==> config.mk <==
export PLATFORM = sky130hd
export DESIGN_NAME = conv_tile_sched
export DESIGN_NICKNAME = d
export VERILOG_FILES = /design/src/rtl/conv_tile_sched.sv
export SDC_FILE = /design/constraint.sdc
export NUM_CORES = 1
export LEC_CHECK = 0
export CAP_MARGIN = 20
export CELL_PAD_IN_SITES_DETAIL_PLACEMENT = 0
export CELL_PAD_IN_SITES_GLOBAL_PLACEMENT = 1
export CORE_ASPECT_RATIO = 1.25
export CORE_MARGIN = 1.5
export CORE_UTILIZATION = 38
export DETAILED_ROUTE_END_ITERATION = 8
export PLACE_DENSITY = 0.81
export SYNTH_ARGS = -nofsm -noshare
export SYNTH_HDL_FRONTEND = slang
export SYNTH_SLANG_ARGS = --single-unit
==> constraint.sdc <==
create_clock -name clk -period 3.5 [get_ports clk]
set_clock_uncertainty 0.1 [all_clocks]
set_input_delay 0.7 -clock clk [delete_from_list [all_inputs] [get_ports clk]]
set_output_delay 0.7 -clock clk [all_outputs]
set_load 0.02 [all_outputs]
==> src/rtl/conv_tile_sched.sv <==
// Layer-level tile scheduler for a tiled convolution engine.
// Walks row -> col -> m -> n tile loops and sequences the load, conv and store
// engines with one-cycle start pulses. State, pulses and tile origins are all
// registered.
module conv_tile_sched #(
  parameter int CW = 16,
  parameter int N  = 32,
  parameter int M  = 32,
  parameter int R  = 64,
  parameter int C  = 32,
  parameter int Tn = 16,
  parameter int Tm = 16,
  parameter int Tr = 64,
  parameter int Tc = 16
) (
  input  logic          clk,
  input  logic          rst,
  input  logic          sched_start,
  output logic          in_fm_load_start,
  output logic          wt_load_start,
  input  logic          in_fm_load_done,
  input  logic          wt_load_done,
  output logic          conv_start,
  input  logic          conv_done,
  output logic          conv_first,
  output logic          conv_last,
  output logic          store_start,
  input  logic          store_done,
  output logic [CW-1:0] tile_base_n,
  output logic [CW-1:0] tile_base_m,
  output logic [CW-1:0] tile_base_row,
  output logic [CW-1:0] tile_base_col,
  output logic          busy,
  output logic          sched_done
);

  typedef enum logic [2:0] {
    S_IDLE,
    S_LOAD,
    S_CONV,
    S_STORE,
    S_FIN
  } state_t;

  localparam logic [CW-1:0] STEP_N = CW'(Tn);
  localparam logic [CW-1:0] STEP_M = CW'(Tm);
  localparam logic [CW-1:0] STEP_R = CW'(Tr);
  localparam logic [CW-1:0] STEP_C = CW'(Tc);
  localparam logic [CW-1:0] LAST_N = CW'(N - Tn);
  localparam logic [CW-1:0] LAST_M = CW'(M - Tm);
  localparam logic [CW-1:0] LAST_R = CW'(R - Tr);
  localparam logic [CW-1:0] LAST_C = CW'(C - Tc);

  state_t        state_q, state_d;
  logic [CW-1:0] n_q, n_d, m_q, m_d, row_q, row_d, col_q, col_d;
  logic          fm_flag_q, fm_flag_d, wt_flag_q, wt_flag_d;
  logic          fm_start_q, fm_start_d, wt_start_q, wt_start_d;
  logic          conv_start_q, conv_start_d, store_start_q, store_start_d;
  logic          first_q, first_d, last_q, last_d;
  logic          busy_q, busy_d, done_q, done_d;

  // Next-state, next-origin and registered-output decode.
  always_comb begin
    state_d       = state_q;
    n_d           = n_q;
    m_d           = m_q;
    row_d         = row_q;
    col_d         = col_q;
    fm_flag_d     = fm_flag_q;
    wt_flag_d     = wt_flag_q;
    fm_start_d    = 1'b0;
    wt_start_d    = 1'b0;
    conv_start_d  = 1'b0;
    store_start_d = 1'b0;
    done_d        = 1'b0;
    unique case (state_q)
      S_IDLE: begin
        if (sched_start) begin
          state_d    = S_LOAD;
          fm_start_d = 1'b1;
          wt_start_d = 1'b1;
          fm_flag_d  = 1'b0;
          wt_flag_d  = 1'b0;
          n_d        = '0;
          m_d        = '0;
          row_d      = '0;
          col_d      = '0;
        end
      end
      S_LOAD: begin
        // A done arriving this cycle counts, so exit is decided on the _d flags.
        fm_flag_d = fm_flag_q | in_fm_load_done;
        wt_flag_d = wt_flag_q | wt_load_done;
        if (fm_flag_d && wt_flag_d) begin
          state_d      = S_CONV;
          conv_start_d = 1'b1;
        end
      end
      S_CONV: begin
        if (conv_done) begin
          if (n_q == LAST_N) begin
            state_d       = S_STORE;
            store_start_d = 1'b1;
          end else begin
            n_d        = n_q + STEP_N;
            state_d    = S_LOAD;
            fm_start_d = 1'b1;
            wt_start_d = 1'b1;
            fm_flag_d  = 1'b0;
            wt_flag_d  = 1'b0;
          end
        end
      end
      S_STORE: begin
        if (store_done) begin
          if (m_q == LAST_M && col_q == LAST_C && row_q == LAST_R) begin
            state_d = S_FIN;
            done_d  = 1'b1;
          end else begin
            n_d = '0;
            if (m_q == LAST_M) begin
              m_d = '0;
              if (col_q == LAST_C) begin
                col_d = '0;
                row_d = row_q + STEP_R;
              end else begin
                col_d = col_q + STEP_C;
              end
            end else begin
              m_d = m_q + STEP_M;
            end
            state_d    = S_LOAD;
            fm_start_d = 1'b1;
            wt_start_d = 1'b1;
            fm_flag_d  = 1'b0;
            wt_flag_d  = 1'b0;
          end
        end
      end
      S_FIN: begin
        state_d = S_IDLE;
        n_d     = '0;
        m_d     = '0;
        row_d   = '0;
        col_d   = '0;
      end
      default: state_d = S_IDLE;
    endcase
    busy_d  = (state_d != S_IDLE);
    first_d = (state_d == S_CONV) && (n_d == '0);
    last_d  = (state_d == S_CONV) && (n_d == LAST_N);
  end

  // State and output registers with asynchronous clear.
  always_ff @(posedge clk or posedge rst) begin
    if (rst) begin
      state_q       <= S_IDLE;
      n_q           <= '0;
      m_q           <= '0;
      row_q         <= '0;
      col_q         <= '0;
      fm_flag_q     <= 1'b0;
      wt_flag_q     <= 1'b0;
      fm_start_q    <= 1'b0;
      wt_start_q    <= 1'b0;
      conv_start_q  <= 1'b0;
      store_start_q <= 1'b0;
      first_q       <= 1'b0;
      last_q        <= 1'b0;
      busy_q        <= 1'b0;
      done_q        <= 1'b0;
    end else begin
      state_q       <= state_d;
      n_q           <= n_d;
      m_q           <= m_d;
      row_q         <= row_d;
      col_q         <= col_d;
      fm_flag_q     <= fm_flag_d;
      wt_flag_q     <= wt_flag_d;
      fm_start_q    <= fm_start_d;
      wt_start_q    <= wt_start_d;
      conv_start_q  <= conv_start_d;
      store_start_q <= store_start_d;
      first_q       <= first_d;
      last_q        <= last_d;
      busy_q        <= busy_d;
      done_q        <= done_d;
    end
  end

  assign in_fm_load_start = fm_start_q;
  assign wt_load_start    = wt_start_q;
  assign conv_start       = conv_start_q;
  assign store_start      = store_start_q;
  assign conv_first       = first_q;
  assign conv_last        = last_q;
  assign tile_base_n      = n_q;
  assign tile_base_m      = m_q;
  assign tile_base_row    = row_q;
  assign tile_base_col    = col_q;
  assign busy             = busy_q;
  assign sched_done       = done_q;

endmodule

### Word level (Yosys, flattened, before mapping)

Cells that the tools add are included.

| word-level totals | value |
|---|---|
| bits in latches | 0 |
| output and inout bits | 72 |
| logic and storage cells | 100 |
| memories kept | 0 |
| bits in read-only memories | 0 |
| input bits | 7 |
| RAM bits | 0 |
| flip-flop bits (word level) | 76 |

| operators by class | value |
|---|---|
| bitwise logic cells | 2 |
| add/sub/neg operators | 4 |
| reduce and logical (&&, ||, !) cells | 15 |
| shift-type cells | 0 |
| $mul | 0 |
| eq/ne operators | 16 |
| order comparisons | 0 |
| div/mod/pow operators | 0 |
| multiplexer cells | 49 |

Operators with widths:

| kind | number |
|---|---|
| $mux W16 | 17 |
| $pmux W16 S3 | 3 |
| $eq A16 B5 Y1 const B | 4 |
| $pmux W16 S4 | 1 |
| $add A16 B5 Y16 const B | 3 |
| $logic_not A16 Y1 | 2 |
| $mux W1 | 18 |
| $add A16 B7 Y16 const B | 1 |
| $mux W3 | 5 |
| $ne A2 B2 Y1 const B | 7 |
| $pmux W3 S4 | 1 |
| $reduce_and A6 Y1 | 2 |
| $eq A3 B2 Y1 const B | 3 |
| $pmux W1 S4 | 2 |
| $reduce_bool A3 Y1 | 2 |
| $logic_and A1 B1 Y1 | 5 |
| $reduce_and A5 Y1 | 1 |
| $reduce_and A4 Y1 | 1 |
| $reduce_bool A4 Y1 | 1 |
| $eq A3 B1 Y1 const B | 1 |
| $eq A3 B3 Y1 const B | 1 |
| $logic_not A3 Y1 | 1 |
| $pmux W1 S3 | 1 |
| $mux W2 | 1 |
| $or A1 B1 Y1 | 2 |

### Depth between registers and ports, before layout

| depth | value |
|---|---|
| depth after elaboration | 8 |
| mapped depth | 9 |
| depth with buffers taken out | 9 |

### Worst setup path after synthesis

OpenSTA, ideal clock, no wires.

| path | value |
|---|---|
| path type | register to register |
| start | register col_q[4], in the netlist tile_base_col[4] |
| end | register col_q[8], in the netlist tile_base_col[8] |
| setup time | 0.121 ns |
| stages on the path, launching flop included | 9 |
| buffers on the path | 0 |
| data required time | 3.279 ns |
| data arrival time | 2.615 ns |
| path slack | 0.664 ns |
| period minus slack after synthesis | 2.836 ns |
| path through | dfrtp_1 ha_1 or4b_1 or3_4 o41ai_4 nand2b_1 nor3_1 a21o_1 a22o_1 |

| between the ends | value |
|---|---|
| cells in the longest elaborated chain, start to end | 6 |
| elaborated cells between the ends (all ways) | 11 |
| those cells by class | 1 x add/sub; 2 x eq/ne; 5 x mux; 3 x reduce/logical |

RTL lines:

| what | line | text |
|---|---|---|
| start: declaration | 55 | `logic [CW-1:0] n_q, n_d, m_q, m_d, row_q, row_d, col_q, col_d;` |
| start signal: assignment | 177 | `col_q <= col_d;` |
| $add A16 B5 Y16 or $eq A16 B5 Y1 (tied branches) | 127, 116, 123 |  |
| $mux W16 | 123 | `if (col_q == LAST_C) begin` |
| $mux W16 | 121 | `if (m_q == LAST_M) begin` |
| $mux W16 | 116 | `if (m_q == LAST_M && col_q == LAST_C && row_q == LAST_R) begin` |
| $mux W16 | 115 | `if (store_done) begin` |
| $pmux W16 S3 | 76 | `unique case (state_q)` |

Parallel ways exist; a longest one is shown, timed or not. The select of a mux whose other input is x is not followed.
A chain may end at the register's enable or synchronous reset.

### Worst setup path in the final report

| path | value |
|---|---|
| start | register col_q[5], in the netlist tile_base_col[5] |
| end | register row_q[12], in the netlist tile_base_row[12] |

| between the ends | value |
|---|---|
| cells in the longest elaborated chain, start to end | 5 |
| elaborated cells between the ends (all ways) | 6 |
| those cells by class | 3 x eq/ne; 3 x reduce/logical |

RTL lines:

| what | line | text |
|---|---|---|
| $eq A16 B5 Y1 * | 116, 123 |  |
| $logic_and A1 B1 Y1 (2 in series) | 116 |  |
| $ne A2 B2 Y1 (no source line) | n/a |  |
| $reduce_and A6 Y1 (no source line) * | n/a |  |
| end signal: assignment | 176 | `row_q <= row_d;` |
| end: declaration | 55 |  |

Every way passes the cells marked *; elsewhere a longest branch is shown, timed or not.

==> summary.txt <==
Status - complete, no violations
R2R depth - 9
Initial DRC Count - 174
CTS H-tree depth - 3
# IOs - 79
VDD IR max - 287 uV
Fin crit share - 85.3%
Setup violators final - 0
Post-synth top area cell - dfrtp_1
Post-DR vias/cell - 5.33
Antenna violations before repair - 0
Initial Util - 39.5%
Max Cap Viol - 0
Slew Limit Fails - 0
Critical path class - flip-flop to flip-flop
Die width - 88.5 um
Worst EP required - 3670 ps
Final WL - 8730 um
Std-Cell Core Area - 8800 sq um
CP Depth - 9
CTS tree - yes
CTS root buffer - clkbuf_8
Global route overflow - 0
Initial DRT Pass Iterations - 4
Seq/Total Area, Yosys - 44.7%
Largest fanout on the critical path - 7
Ys flop type - dfrtp_1
Warnings, synthesis - 0
Post-DRT Antenna Nets - 0
Die Span Y - 110 um
CTS Buffer Depth - 2
Worst slew margin - 46.5%
RePlAce Congestion - 0.908
Final WS setup - 513 ps
Site Rows - 38
Die ar. - 9720 sq um
Worst hold path type - flip-flop to flip-flop
Syn Area/Cell - 8.90 sq um
Synth cell types - 50
Post-synth EDFFs - 0
Async S/R FF share, synth - 100%
Synthesized instance count - 390
Share of the synthesized area in the top cell type - 44.7%
Drt drc - 0
Layout cell share with drive strength beyond 1 - 6.05%
Final HPWL DP - 6300 um
Routed via count - 3106
Clk Latency, worst-skew pair - 340 ps
Critical path's top delay family - simple AND/OR/NAND/NOR gates
Clock transition at path regs - 70 ps
P_leak - 0.00189 uW
CP peak stage delay - 700 ps
FMAX - 335 MHz
Resize count post-CTS - 0
Critical path cell sequence - inv_1 -> ha_1 -> or4b_1 -> nor3_1 -> nor2_1 -> nor3_1 -> nand4_1 -> xor2_1 -> nor2_1
Total power - 2480 uW
RSZ-0062 raised after global routing - no
Largest net degree at the start of global routing - 34
Placed Instances - 568
CP Launch Type - flip-flop
Pwr dens - 561 nW/um^2
Leading cell type in the layout, fill and taps excluded - clkdlybuf4s50_1
Post-DR wirelength/cell - 15.0 um
Nets - 474
Setup tns final - 0 ps
Hold_buf cts - 0
Layout area overhead - 27.5%
Slowest CP cell - nor3_1
Cell Area, Synth - 3470 sq um
Critical path buffers and inverters - 1
Transition time at the pin with the least slew margin - 796 ps
Dominant cells by area after synthesis - dfrtp_1 45%, o21ai_0 5.2%, nor2_1 4.8%, nand2_1 4.1%, buf_4 3.2%
Pre-CTS setup slack - 163 ps
Global-route usage over all layers - 18.7%
Most frequent cells in the layout - 64 x clkdlybuf4s50_1, 62 x dfrtp_1, 44 x nor2_1
Final Util - 50.3%
Worst EP arrival - 3160 ps
Crit end category - flip-flop
Vias in the first global route - 2890
ANT cells - 0
Tmin final - 2990 ps
Hold Fails Final Rpt - 0
PortBufs - 64
# Post-CTS Setup Buffers - 0
Global-route wire length before repair - 14100 um
Hold path depth - 1
Number of synthesized register bits - 62
Non-Filler Instances - 583
Clock sinks - 62
Num CTS Buffers - 9
-- cells by family after synthesis --
logic type	count (synthesis)	synth area share, %
fa+ha+maj	8	2.88
other cells	1	0.108
mux	1	0.288
flops	62	44.7
buf+inv	36	5.59
simple gates	179	26.6
compound gates	88	16.1
xor+xnor	15	3.78
-- metrics by stage --
stage	cell area, sq um	hold WS, ps
after CTS	4430	416
after global placement	4220	391
after floorplan	3520	374
after detailed placement	4220	395
final	4430	409
after global routing	4430	428
-- metal layers --
| metal | global-route usage, % | routed length (um) | up-vias |
|---|---|---|---|
| li1 | - | - | 1511 |
| met1 | 23.3 | 3820 | 1514 |
| met2 | 31.8 | 4460 | 71 |
| met3 | 3.53 | 315 | 10 |
| met4 | 7.37 | 132 | 0 |
| met5 | 0 | 0 | - |
-- layout make-up --
class	instances	area, sq um
Fill cell	834	4370
Sequential cell	62	1550
Clock inverter	3	42.5
Inverter	10	37.5
Clock buffer	12	165
Timing Repair Buffer	71	706
Multi-Input combinational cell	305	1770
Tap cell	120	150
-- Yosys cell counts (3+ instances only) --
cell / number
a21o_1: 3
a21oi_1: 14
a22o_1: 4
a31oi_1: 9
and2_1: 8
and3_1: 13
buf_4: 15
clkbuf_1: 9
dfrtp_1: 62
ha_1: 8
inv_1: 10
nand2_1: 38
nand2b_1: 7
nand3_1: 14
nand4_1: 13
nor2_1: 44
nor2b_1: 9
nor3_1: 11
nor4_1: 5
o21ai_0: 36
o31ai_1: 5
or3_1: 3
xnor2_1: 5
xor2_1: 10
-- power by group --
part	leakage [uW]	switching, uW	internal [uW]
clock network	0.000104	280	382
registers	0.000850	103	794
logic	0.000935	560	365
-- final timing paths --
path	from	endpoint	slack, ps
setup / recovery	tile_base_col[5]	tile_base_row[12]	510
hold / removal	fm_flag_q	fm_flag_q	410
setup reg to reg	tile_base_col[5]	tile_base_row[12]	510
hold reg to reg	fm_flag_q	fm_flag_q	410
max in group asynchronous	rst	tile_base_m[5]	2020
min in group asynchronous	rst	state_q[2]	680
-- registers in the layout (all words and copies together), names as in the netlist --
register,flops
wt_load_start,1
conv_first,1
sched_done,1
conv_start,1
tile_base_n,16
fm_flag_q,1
conv_last,1
store_start,1
state_q,3
tile_base_m,12
tile_base_col,12
busy,1
tile_base_row,10
wt_flag_q,1
(Power assumes the default switching activity.)
